$ cat config.mk
export PLATFORM = sky130hd
export DESIGN_NAME = spike_window_decoder_flat
export DESIGN_NICKNAME = d
export VERILOG_FILES = /design/src/rtl/spike_window_decoder_if.sv /design/src/rtl/spike_window_decoder.sv /design/src/flat_wrapper.sv
export SDC_FILE = /design/constraint.sdc
export NUM_CORES = 1
export LEC_CHECK = 0
export ABC_AREA = 1
export BUFFER_PORTS_ARGS = -buffer_cell sky130_fd_sc_hd__buf_2
export CAP_MARGIN = 10
export CORE_ASPECT_RATIO = 0.9
export CORE_MARGIN = 1
export CORE_UTILIZATION = 37
export DETAILED_ROUTE_END_ITERATION = 7
export GPL_TIMING_DRIVEN = 0
export MAX_ROUTING_LAYER = met4
export PLACE_DENSITY = 0.63
export RECOVER_POWER = 100
export SLEW_MARGIN = 10
export SYNTH_ARGS = -nofsm -noshare
export SYNTH_HDL_FRONTEND = slang
export SYNTH_SLANG_ARGS = --single-unit
$ cat constraint.sdc
create_clock -name clk -period 2.7 [get_ports clk]
set_clock_uncertainty 0.15 [all_clocks]
set_input_delay 0.27 -clock clk [delete_from_list [all_inputs] [get_ports clk]]
set_output_delay 0.27 -clock clk [all_outputs]
set_load 0.005 [all_outputs]
$ cat src/rtl/spike_window_decoder_if.sv
// Result channel of spike_window_decoder.
// The decoder drives this through the master modport. The consumer uses the
// slave modport.
//   out_valid   master->slave  a window result is being presented
//   out_ready   slave->master  the consumer accepts the result this cycle
//   out_winner  master->slave  index of the channel with the highest count
//   out_count   master->slave  spike count of the winning channel
//   out_none    master->slave  every channel counted zero in the window
//   out_total   master->slave  sum of all channel counts; this signal exists
//                              only when SPIKE_DEC_TOTAL_EN is defined
interface spike_window_decoder_if #(
   parameter int N_CH  = 8,
   parameter int CNT_W = 8
);
   localparam int IDX_W = $clog2(N_CH);

   logic             out_valid;
   logic             out_ready;
   logic [IDX_W-1:0] out_winner;
   logic [CNT_W-1:0] out_count;
   logic             out_none;
`ifdef SPIKE_DEC_TOTAL_EN
   logic [CNT_W+IDX_W-1:0] out_total;

   modport master (output out_valid, out_winner, out_count, out_none, out_total,
                   input  out_ready);
   modport slave  (input  out_valid, out_winner, out_count, out_none, out_total,
                   output out_ready);
`else
   modport master (output out_valid, out_winner, out_count, out_none,
                   input  out_ready);
   modport slave  (input  out_valid, out_winner, out_count, out_none,
                   output out_ready);
`endif
endinterface

$ cat src/rtl/spike_window_decoder.sv
// spike_window_decoder
// This block counts spikes per channel over a fixed window of WINDOW cycles.
// At the end of each window it snapshots the counts. It then scans the
// snapshot one channel per cycle to find the channel with the highest count.
// Ties go to the lowest index. The result is presented on a valid/ready
// handshake.
//
// Optional feature, controlled by the macro SPIKE_DEC_TOTAL_EN:
//   When defined, the scan also sums all snapshot counts and presents the sum
//   on out_if.out_total.
//
// Ports:
//   clk      clock
//   rst      synchronous, active-high reset
//   spikes   one bit per channel, sampled every cycle
//   out_if   result channel (master modport of spike_window_decoder_if)
//   overrun  sticky flag: a window ended while a result was still pending,
//            and that window's snapshot was dropped
//
// State | meaning
// IDLE  | no pending result; the next window end starts a scan
// SCAN  | walking the snapshot one channel per cycle
// VALID | result presented; waiting for out_ready
module spike_window_decoder #(
   parameter int N_CH   = 8,
   parameter int WINDOW = 64,
   parameter int CNT_W  = 8
) (
   input  logic                  clk,
   input  logic                  rst,
   input  logic [N_CH-1:0]       spikes,
   spike_window_decoder_if.master out_if,
   output logic                  overrun
);
   localparam int IDX_W = $clog2(N_CH);
   localparam int WC_W  = $clog2(WINDOW);
   localparam int TOT_W = CNT_W + IDX_W;
   localparam logic [WC_W-1:0]  WC_LAST  = WC_W'(WINDOW - 1);
   localparam logic [IDX_W-1:0] IDX_LAST = IDX_W'(N_CH - 1);

   typedef enum logic [1:0] {IDLE, SCAN, VALID} state_t;

   state_t           state;
   logic [CNT_W-1:0] live     [N_CH];
   logic [CNT_W-1:0] live_nxt [N_CH];
   logic [CNT_W-1:0] shadow   [N_CH];
   logic [WC_W-1:0]  wcnt;
   logic [IDX_W-1:0] idx;
   logic [IDX_W-1:0] best_idx;
   logic [CNT_W-1:0] best;
   logic             win_end;
   logic [CNT_W-1:0] cand;
   logic             take;
   logic [CNT_W-1:0] best_nxt;
   logic [IDX_W-1:0] best_idx_nxt;

   logic             valid_q;
   logic [IDX_W-1:0] winner_q;
   logic [CNT_W-1:0] count_q;
   logic             none_q;
`ifdef SPIKE_DEC_TOTAL_EN
   logic [TOT_W-1:0] total_acc;
   logic [TOT_W-1:0] total_q;
`endif

   // Each live counter saturates instead of wrapping.
   always_comb begin
      for (int i = 0; i < N_CH; i++) begin
         live_nxt[i] = live[i];
         if (spikes[i] && (live[i] != {CNT_W{1'b1}}))
            live_nxt[i] = live[i] + 1'b1;
      end
   end

   assign win_end = (wcnt == WC_LAST);
   assign cand    = shadow[idx];
   // Replace only on strictly greater, so ties keep the lower index.
   assign take         = (cand > best);
   assign best_nxt     = take ? cand : best;
   assign best_idx_nxt = take ? idx  : best_idx;

   always_ff @(posedge clk) begin
      if (rst) begin
         for (int i = 0; i < N_CH; i++) begin
            live[i]   <= '0;
            shadow[i] <= '0;
         end
         wcnt     <= '0;
         state    <= IDLE;
         idx      <= '0;
         best     <= '0;
         best_idx <= '0;
         valid_q  <= 1'b0;
         winner_q <= '0;
         count_q  <= '0;
         none_q   <= 1'b0;
         overrun  <= 1'b0;
`ifdef SPIKE_DEC_TOTAL_EN
         total_acc <= '0;
         total_q   <= '0;
`endif
      end else begin
         // Counting runs regardless of FSM state. The final sample of a
         // window goes into the snapshot, not into the new window.
         if (win_end) begin
            wcnt <= '0;
            for (int i = 0; i < N_CH; i++) live[i] <= '0;
         end else begin
            wcnt <= wcnt + 1'b1;
            for (int i = 0; i < N_CH; i++) live[i] <= live_nxt[i];
         end

         if (win_end && (state != IDLE)) overrun <= 1'b1;

         case (state)
            IDLE: begin
               if (win_end) begin
                  for (int i = 0; i < N_CH; i++) shadow[i] <= live_nxt[i];
                  // best starts at 0 rather than shadow[0]. Scan step 0 then
                  // takes shadow[0] whenever it is nonzero. This is equivalent
                  // and avoids reading the snapshot in the same cycle it is
                  // loaded.
                  idx      <= '0;
                  best     <= '0;
                  best_idx <= '0;
`ifdef SPIKE_DEC_TOTAL_EN
                  total_acc <= '0;
`endif
                  state    <= SCAN;
               end
            end
            SCAN: begin
               best     <= best_nxt;
               best_idx <= best_idx_nxt;
               idx      <= idx + 1'b1;
`ifdef SPIKE_DEC_TOTAL_EN
               total_acc <= total_acc + TOT_W'(cand);
`endif
               if (idx == IDX_LAST) begin
                  state    <= VALID;
                  valid_q  <= 1'b1;
                  winner_q <= best_idx_nxt;
                  count_q  <= best_nxt;
                  none_q   <= (best_nxt == '0);
`ifdef SPIKE_DEC_TOTAL_EN
                  total_q  <= total_acc + TOT_W'(cand);
`endif
               end
            end
            VALID: begin
               if (out_if.out_ready) begin
                  valid_q <= 1'b0;
                  state   <= IDLE;
               end
            end
            default: state <= IDLE;
         endcase
      end
   end

   assign out_if.out_valid  = valid_q;
   assign out_if.out_winner = winner_q;
   assign out_if.out_count  = count_q;
   assign out_if.out_none   = none_q;
`ifdef SPIKE_DEC_TOTAL_EN
   assign out_if.out_total  = total_q;
`endif
endmodule

$ cat src/flat_wrapper.sv
// flat-port wrapper written by rule: the top's interface ports become plain ports
module spike_window_decoder_flat 
#(
   parameter int N_CH   = 8,
   parameter int WINDOW = 64,
   parameter int CNT_W  = 8
)
  (clk, rst, spikes, overrun, out_if_out_valid, out_if_out_winner, out_if_out_count, out_if_out_none, out_if_out_ready);
  spike_window_decoder_if #(.N_CH(N_CH), .CNT_W(CNT_W)) out_if_i ();
  input  logic clk;
  input  logic rst;
  input  logic [N_CH-1:0] spikes;
  output logic overrun;
  output wire logic [$bits(out_if_i.out_valid)-1:0] out_if_out_valid;
  output wire logic [$bits(out_if_i.out_winner)-1:0] out_if_out_winner;
  output wire logic [$bits(out_if_i.out_count)-1:0] out_if_out_count;
  output wire logic [$bits(out_if_i.out_none)-1:0] out_if_out_none;
  input wire logic [$bits(out_if_i.out_ready)-1:0] out_if_out_ready;
  assign out_if_out_valid = out_if_i.out_valid;
  assign out_if_out_winner = out_if_i.out_winner;
  assign out_if_out_count = out_if_i.out_count;
  assign out_if_out_none = out_if_i.out_none;
  assign out_if_i.out_ready = out_if_out_ready;
  spike_window_decoder #(.N_CH(N_CH), .WINDOW(WINDOW), .CNT_W(CNT_W)) u_core (.clk(clk), .rst(rst), .spikes(spikes), .out_if(out_if_i), .overrun(overrun));
endmodule
==> impl_metrics.tcl, run 1 <==
set metrics [dict create \
    swShare_pct 25.0 \
    critical-path-max-stage-delay_ns 0.34 \
    hold_depth 2 \
    setup_viol 9 \
    required_ns 2.92 \
    die-area_mm2 0.0227 \
    wl_per_cell_um 13.9 \
    rsz0062_at_grt "true" \
    synth.avg_cell_area_um2 9.17 \
    setup_slack_ns -0.163 \
    register_area_mm2 0.00455 \
    drv_slew 0 \
    start_util_pct 37.8 \
    period_needed_ns 2.86 \
    cts_inserted_buffers 17 \
    cp-end-kind "flop" \
    crit_arrival_ns 3.08 \
    p_sw_mw 1.43 \
    synth_area_mm2 0.00818 \
    cts_max_level 4 \
    clk_path_buf_depth 2 \
    fin_util_pct 47.2 \
    hold_viol 0 \
    grt.total_usage_pct 16.7 \
    ir_worst_vdd_mv 0.318 \
    ant_nets 0 \
    post_drt_via_cell_ratio 4.68 \
    cts_tree "built" \
    cpLargestDelayFamily "simple AND/OR/NAND/NOR gates" \
    die_w_um 159 \
    ys_seq_area_share_pct 55.5 \
    globalplace.congestion 0.922 \
    cp-start-kind "flop" \
    yosysTopAreaCell "edfxtp_1" \
    crit_buf_inv 5 \
    insertion_delay_ns 0.44 \
    crit_path_frequent_cell "nand2_2" \
    ys.flop_type "edfxtp_1" \
    drc 0 \
    diodes 0 \
    synth_area_leaders "edfxtp_1, dfxtp_1, nor2_1" \
    synth_top_area_share_pct 44.0 \
    final_nets 1060 \
    routed-via-count 6242 \
    ys_ff_latch 167 \
    nFillCells 2038 \
    ys_types 43 \
    cp.depth 19 \
    core_area_mm2 0.0216 \
    relSlewSlack_pct 43.8 \
    io_pins 25 \
    row_count 51 \
    status "complete, but fails checks" \
    p_int_mw 4.28 \
    grt_max_degree 65 \
    violations "setup timing" \
    final_layout_size_suffix_gt1_share_pct 19.0 \
    min-delay-path-class "in -> reg" \
    seqPwrFrac_pct 51.8 \
    cp_max_fo 8 \
    drt_first_pass_iters 5 \
    multiInputGateArea_mm2 0.00365 \
    fin_crit_sh_pct 106 \
    power.leakage_nw 4.16 \
    fmax_ghz 0.349 \
    path_clk_slew_ns 0.07 \
    io_buffers 23 \
    yosysWarnings 0 \
    yosysMostFrequentCell "nor2_1" \
    cts_root_buffer "clkbuf_16" \
    antenna_found_initial 0 \
    maxCapViolCount 0 \
    dp_slack_ns -0.330 \
    grt_pass1_vias 5647 \
    dp.cells 1261 \
    die-height_um 143 \
    async_flop_share_pct 0 \
    synth_edf_count 120 \
    grt_pass1_wl_um 28600 \
    r2r_cells 19 \
    grt.overflow.total 0 \
    drtIter0Drc 358 \
    cts_num_sinks 167 \
    stdcell_count 1334 \
    routed_wirelength_um 18600 \
    place_hpwl_um 12600 \
    crit_type "reg -> reg" \
    critical_path.cell_chain "buf_12 -> inv_8 -> clkbuf_16 -> o21ai_4 -> nand2_2 -> o21ai_4 -> inv_2 -> ha_4 -> nand2_2 -> nor2_4 -> nand4_4 -> nand2_4 -> buf_8 -> nand2_1 -> nand2_2 -> nand3_2 -> nor2_2 -> nand2_1 -> a21oi_2" \
    syn_inst 892 \
    clkPwrFrac_pct 39.6 \
    comb_power_share_pct 8.6 \
    crit_slowest_cell "dfxtp_2" \
    power_per_cell_area_mw_per_mm2 559 \
    ys_top_cells_by_count "nor2_1, nand2_1, edfxtp_1" \
    syn2layout_area_growth_pct 24.8 \
    tightest_slew_ns 0.843 \
]
## what timing repair did
action                                  CTS  global route
hold endpoints to repair                  1             0
cloned                                    1             6
gates resized for setup                  41            71
hold buffers                              1             0
endpoints found under the setup margin   22            23
pin swaps                                23            34
buffers inserted                         23            10
## worst paths after layout
check / startpoint / to / slack (ns)
worst max-delay path: flop / u_core.out_if.out_none$_SDFFE_PP0P_ / -0.16
worst max register to register: flop / u_core.out_if.out_none$_SDFFE_PP0P_ / -0.16
worst min register to register: u_core.overrun$_SDFFE_PP0P_ / u_core.overrun$_SDFFE_PP0P_ / 0.31
worst min-delay path: rst / u_core.out_if.out_none$_SDFFE_PP0P_ / 0.07
## power by group through the flow
stage | registers (mW) | clock network, mW | logic [mW]
6_report | 2.96 | 2.26 | 0.493
3_5_place_dp | 3.01 | 0 | 0.388
3_3_place_gp | 3.01 | 0 | 0.383
5_1_grt | 2.97 | 2.39 | 0.553
2_1_floorplan | 2.98 | 0 | 0.290
4_1_cts | 2.95 | 2.29 | 0.440
## stage by stage
stage / setup TNS [ns] / power (mW) / area (um^2) / hold WS [ns]
4_1_cts: -0.253 / 5.69 / 9760 / 0.0532
3_5_place_dp: -1.32 / 3.40 / 8880 / 0.294
5_1_grt: -2.74 / 5.91 / 10200 / 0.0812
2_1_floorplan: 0 / 3.27 / 8390 / 0.268
6_report: -0.701 / 5.71 / 10200 / 0.0720
3_3_place_gp: -14.32 / 3.39 / 8870 / 0.284
## registers in the layout, summed over array words and instances, names as in the netlist, named ones only
register,cells
u_core.wcnt,6
u_core.overrun,1
u_core.out_if.out_valid,1
u_core.idx,3
u_core.live,64
u_core.out_if.out_none,1
u_core.out_if.out_count,8
u_core.best_idx,3
u_core.state,2
u_core.shadow,64
u_core.out_if.out_winner,3
u_core.best,8
## cell type report
class	instances	share of cell area, %
inverters	91	3.44
repair buffers	64	5.03
plain buffers	34	2.45
well taps	291	3.56
flip-flops and latches	167	44.5
clock inverters	13	0.956
multi-input cells	655	35.7
clock buffers	19	4.34
## worst register-to-register path, cell delays in order (launching register included)
cell	delay, ns
dfxtp_2	0.34
buf_12	0.14
inv_8	0.06
clkbuf_16	0.16
o21ai_4	0.15
nand2_2	0.10
o21ai_4	0.17
inv_2	0.07
ha_4	0.28
nand2_2	0.07
nor2_4	0.15
nand4_4	0.15
nand2_4	0.11
buf_8	0.13
nand2_1	0.08
nand2_2	0.10
nand3_2	0.08
nor2_2	0.11
nand2_1	0.07
a21oi_2	0.12
## per-layer routing
metal	global-route usage, %	vias to the layer above	routed length [um]
li1	-	3143	-
met1	21.9	2925	8760
met2	25.9	146	8620
met3	3.72	28	920
met4	5.11	0	265
met5	-	-	0
## logic make-up after synthesis
family / after synthesis / synth area share, %
AOI/OAI and AO/OA: 87 / 6.06
xor gates and xnor gates: 54 / 5.78
adders and majority gates: 19 / 2.91
buffers and inverters: 125 / 6.80
DFF: 167 / 55.5
muxes: 8 / 0.979
other: 1 / 0.0458
and+or+nand+nor: 431 / 21.9
## cell usage in the layout, fill, tap and decap left out, drive strengths merged, types with 2 or more instances in the layout
master	Yosys	routed
xnor2	24	24
ha	19	19
clkbuf	12	51
mux2i	8	8
nand3	60	60
o21bai	3	3
o211ai	2	2
nor2	188	188
nand4	5	5
o22ai	3	3
buf	22	65
nor3	11	11
a21oi	39	39
clkinv	0	7
and3	2	2
nand2	161	161
inv	91	96
xor2	30	30
o21a	2	2
conb	1	56
dfxtp	47	47
edfxtp	120	120
o21ai	34	34
Power figures use the tool's default switching activity.
==> inputs of run 2 (changes only) <==
SKIP_CTS_REPAIR_TIMING = 1   (was unset)
==> impl_metrics.tcl, run 2 (synthesized netlist as in run 1, its figures left out) <==
set metrics [dict create \
    r2r-end "u_core.out_if.out_none$_SDFFE_PP0P_" \
    core_area_mm2 0.0216 \
    place_hpwl_um 12600 \
    cp-end-kind "flop" \
    grt_pass1_vias 5415 \
    io_buffers 23 \
    grt.total_usage_pct 16.1 \
    final_nets 1034 \
    hold_viol 1 \
    start_util_pct 37.8 \
    drc 0 \
    grt_pass1_wl_um 27500 \
    crit_type "reg -> reg" \
    mostFrequentLayoutCells "nor2_1, nand2_1, edfxtp_1, inv_1, nand3_1" \
    setup_viol 9 \
    clk_path_buf_depth 2 \
    crit_arrival_ns 3.08 \
    rsz0062_at_grt "true" \
    hold_depth 3 \
    die-height_um 143 \
    grt.overflow.total 0 \
    routed-via-count 6100 \
    cp-start-kind "flop" \
    placed_area_mm2 0.00888 \
    path_clk_slew_ns 0.07 \
    r2r_cells 19 \
    die-area_mm2 0.0227 \
    drtIter0Drc 317 \
    setup_slack_ns -0.163 \
    maxCapViolCount 0 \
    wl_per_cell_um 13.4 \
    drt_first_pass_iters 4 \
    reg.largest.list "u_core.live: 64 flops, u_core.shadow: 64 flops" \
    syn2layout_area_growth_pct 20.4 \
    whs_ns -0.00163 \
    power.leakage_nw 3.99 \
    violations "hold timing, setup timing" \
    min_from "out_if_out_ready" \
    tightest_slew_ns 0.850 \
    fmax_ghz 0.349 \
    required_ns 2.92 \
    nFillCells 2098 \
    min-delay-path-class "in -> reg" \
    insertion_delay_ns 0.43 \
    relSlewSlack_pct 43.3 \
    final_layout_size_suffix_gt1_share_pct 15.0 \
    period_needed_ns 2.86 \
    globalplace.congestion 0.922 \
    cts_max_level 4 \
    grt_max_degree 65 \
    routed_wirelength_um 17500 \
    stdcell_count 1308 \
    status "complete, but fails checks" \
    die_w_um 159 \
    dp_slack_ns -0.330 \
    final_area_mm2 0.00985 \
    reg2reg_slack_ns -0.16 \
    row_count 51 \
    worstHoldEndpoint "u_core.state[1]$_SDFFE_PP0P_" \
    antenna_found_initial 0 \
    fin_crit_sh_pct 106 \
    io_pins 25 \
    cts_inserted_buffers 17 \
    power_per_cell_area_mw_per_mm2 573 \
    cts_num_sinks 167 \
    post_drt_via_cell_ratio 4.66 \
    cp_max_fo 8 \
    drv_slew 0 \
    ir_worst_vdd_mv 0.315 \
    dp.cells 1261 \
    ant_nets 0 \
    cts_root_buffer "clkbuf_16" \
    final_common_cell "nor2_1" \
    cts_tree "built" \
    diodes 0 \
]
-- run 2: cell types whose count changed in the layout (fill, tap and decap cells not counted), moves of 3 or more --
cell,change
buf_4,-19
buf_6,-3
nand2_1,+6
nand2_4,-4
nor2_1,+4
nor2_4,-3
-- run 2: how the worst max path moves through the flow --
stage                     startpoint                                   to  slack [ns]  cells after the start
after floorplan                 flop  u_core.out_if.out_none$_SDFFE_PP0P_        0.20                     21
after global placement          flop  u_core.out_if.out_none$_SDFFE_PP0P_       -0.32                     20
after detailed placement        flop  u_core.out_if.out_none$_SDFFE_PP0P_       -0.33                     20
after CTS                       flop  u_core.out_if.out_none$_SDFFE_PP0P_       -0.35                     20
after global routing            flop  u_core.out_if.out_none$_SDFFE_PP0P_       -0.32                     19
final                           flop  u_core.out_if.out_none$_SDFFE_PP0P_       -0.16                     19
-- run 2: layer usage --
layer	share of wire, %	GRT usage, %	routed length [um]
met5	0	-	0
met3	5.0	3.69	880
met1	48	21.5	8480
met4	1.4	5.16	244
met2	45	24.3	7930
-- run 2: through the flow --
stage	setup TNS, ns	hold WS, ns	power, mW	util, %
CTS	-1.76	-0.0204	5.64	43.5
detailed placement	-1.32	0.294	3.40	41.0
floorplan	0	0.268	3.27	-
global placement	-14.32	0.284	3.39	41.0
global route	-2.37	0.0188	5.85	45.5
finish	-0.647	-0.00163	5.64	45.5
-- run 2: power by group --
| part | total, mW | switching [mW] | internal [mW] |
|---|---|---|---|
| Combinational | 0.435 | 0.282 | 0.153 |
| Clock | 2.25 | 1.04 | 1.21 |
| Sequential | 2.96 | 0.0768 | 2.88 |
| Total | 5.64 | 1.40 | 4.24 |
-- run 2: worst max-delay path, stage by stage (launching register included) --
cell	delay, ns
dfxtp_2	0.33
buf_8	0.15
inv_8	0.06
clkbuf_16	0.16
o21ai_4	0.15
nand2_2	0.08
o21ai_2	0.20
inv_2	0.07
ha_4	0.27
nand2_2	0.06
nor2_4	0.18
nand4_4	0.15
nand2_4	0.11
buf_8	0.13
nand2_2	0.06
nand2_2	0.10
nand3_2	0.08
nor2_2	0.12
nand2_1	0.07
a21oi_2	0.12
-- run 2: area by class of cell --
type	count	area (um^2)	area share, %
Multi-Input combinational cell	655	3530	35.8
Sequential cell	167	4550	46.2
Tap cell	291	364	3.70
Timing Repair Buffer	38	273	2.77
Clock inverter	13	97.6	0.991
Inverter	91	352	3.57
Buffer	34	245	2.49
Clock buffer	19	443	4.50
==> inputs of run 3 (changes only) <==
CORE_MARGIN = 3   (was 1)
==> impl_metrics.tcl, run 3 (synthesized netlist as in run 1, its figures left out) <==
set metrics [dict create \
    tightest_slew_ns 0.855 \
    dp.cells 1256 \
    r2r-end "u_core.out_if.out_none$_SDFFE_PP0P_" \
    violations "setup timing" \
    min-delay-path-class "in -> reg" \
    drv_slew 0 \
    grt.overflow.total 0 \
    p_int_mw 4.45 \
    final_layout_size_suffix_gt1_share_pct 16.3 \
    routed_wirelength_um 18300 \
    drtIter0Drc 462 \
    final_common_cell "nor2_1" \
    wl_per_cell_um 14.0 \
    setup_slack_ns -0.185 \
    relSlewSlack_pct 43.0 \
    nFillCells 2025 \
    crit_arrival_ns 3.10 \
    fmax_ghz 0.347 \
    die-area_mm2 0.0239 \
    insertion_delay_ns 0.43 \
    min_from "rst" \
    diodes 0 \
    setup_viol 10 \
    cts_inserted_buffers 17 \
    post_drt_via_cell_ratio 4.70 \
    p_sw_mw 1.38 \
    hold_depth 2 \
    swShare_pct 23.7 \
    comb_power_share_pct 7.8 \
    register_area_mm2 0.00455 \
    globalplace.congestion 0.864 \
    antenna_found_initial 0 \
    cts_max_level 4 \
    power.leakage_nw 4.00 \
    die-height_um 147 \
    r2r_cells 19 \
    final_nets 1033 \
    period_needed_ns 2.89 \
    cp_max_fo 7 \
    path_clk_slew_ns 0.07 \
    cts_root_buffer "clkbuf_16" \
    seqPwrFrac_pct 50.7 \
    rsz0062_at_grt "true" \
    stdcell_count 1302 \
    drt_first_pass_iters 5 \
    mostFrequentLayoutCells "nor2_1, nand2_1, edfxtp_1, inv_1, conb_1" \
    clk_path_buf_depth 2 \
    row_count 50 \
    die_w_um 163 \
    reg.largest.list "u_core.live: 64 flops, u_core.shadow: 64 flops" \
    fin_util_pct 46.6 \
    io_buffers 23 \
    ant_nets 0 \
    cp-start-kind "flop" \
    crit_type "reg -> reg" \
    cts_num_sinks 167 \
    required_ns 2.92 \
    reg2reg_slack_ns -0.19 \
    place_hpwl_um 13000 \
    core_area_mm2 0.0213 \
    grt.total_usage_pct 15.8 \
    drc 0 \
    worstHoldEndpoint "u_core.out_if.out_none$_SDFFE_PP0P_" \
    fin_crit_sh_pct 107 \
    power_per_cell_area_mw_per_mm2 589 \
    io_pins 25 \
    total_power_mw 5.84 \
    grt_pass1_wl_um 29000 \
    status "complete, but fails checks" \
    start_util_pct 38.5 \
    cts_tree "built" \
    grt_pass1_vias 5880 \
    cp-end-kind "flop" \
    maxCapViolCount 0 \
    routed-via-count 6117 \
    clkPwrFrac_pct 41.5 \
    syn2layout_area_growth_pct 21.2 \
    hold_viol 0 \
    ir_worst_vdd_mv 0.331 \
    grt_max_degree 65 \
    multiInputGateArea_mm2 0.00359 \
]
run 3: changes by cell type in the layout (fill, tap and decap cells not counted), sizes merged:
cell and change:
inv -4, clkinv -3, bufinv +2, clkinvlp +3, dlygate4sd3 +1
run 3: how the worst max path moves through the flow:
stage | start | end | slack [ns] | cells after the start
after global routing | flop | u_core.out_if.out_none$_SDFFE_PP0P_ | -0.31 | 19
after floorplan | flop | u_core.out_if.out_none$_SDFFE_PP0P_ | 0.20 | 21
final | flop | u_core.out_if.out_none$_SDFFE_PP0P_ | -0.19 | 19
after global placement | flop | u_core.out_if.out_none$_SDFFE_PP0P_ | -0.30 | 20
after CTS | flop | u_core.out_if.out_none$_SDFFE_PP0P_ | -0.28 | 20
after detailed placement | flop | u_core.out_if.out_none$_SDFFE_PP0P_ | -0.25 | 20
run 3: area by class of cell:
cell class,count,area share (%)
plain buffers,34,2.37
well taps,286,3.61
clock buffers,21,4.64
multi-input cells,655,36.2
repair buffers,37,2.54
flip-flops and latches,167,45.8
clock inverters,11,1.24
inverters,91,3.54
run 3: worst max-delay path, cell delays in order, from the launching register on:
cell and delay [ns]:
dfxtp_2 0.32, buf_8 0.14, buf_8 0.14, nor2_4 0.07
nor2_2 0.05, o21ai_2 0.06, nand2_1 0.10, o21ai_2 0.24
inv_2 0.07, ha_4 0.29, nand2_4 0.05, nor2_4 0.16
nand2_4 0.09, a21boi_4 0.29, nand2_2 0.12, nand2_2 0.10
nand2_2 0.07, nor2_4 0.13, nand2_2 0.06, a21oi_2 0.12
run 3: layer usage:
metal	track usage [%]	up-vias	routed length, um
li1	-	3080	-
met4	4.65	0	342
met5	-	-	0
met1	21.2	2877	8720
met2	23.8	134	8340
met3	3.86	26	867
run 3: through the flow:
step           hold slack [ns]  setup TNS (ns)  area, um^2  worst slack (ns)
6_report                 0.119          -0.918        9920            -0.185
5_1_grt                  0.125           -2.92        9920            -0.310
4_1_cts                -0.0356          -0.383        9450            -0.277
3_5_place_dp             0.289          -0.271        8870            -0.254
3_3_place_gp             0.284          -18.82        8860            -0.303
2_1_floorplan            0.268               0        8390             0.201
run 3: power by group through the flow:
stage	Combinational (mW)	Sequential (mW)	Clock, mW
after floorplan	0.290	2.98	0
after global placement	0.382	3.01	0
after detailed placement	0.389	3.01	0
after CTS	0.391	2.96	2.47
after global routing	0.518	2.97	2.57
final	0.456	2.96	2.42
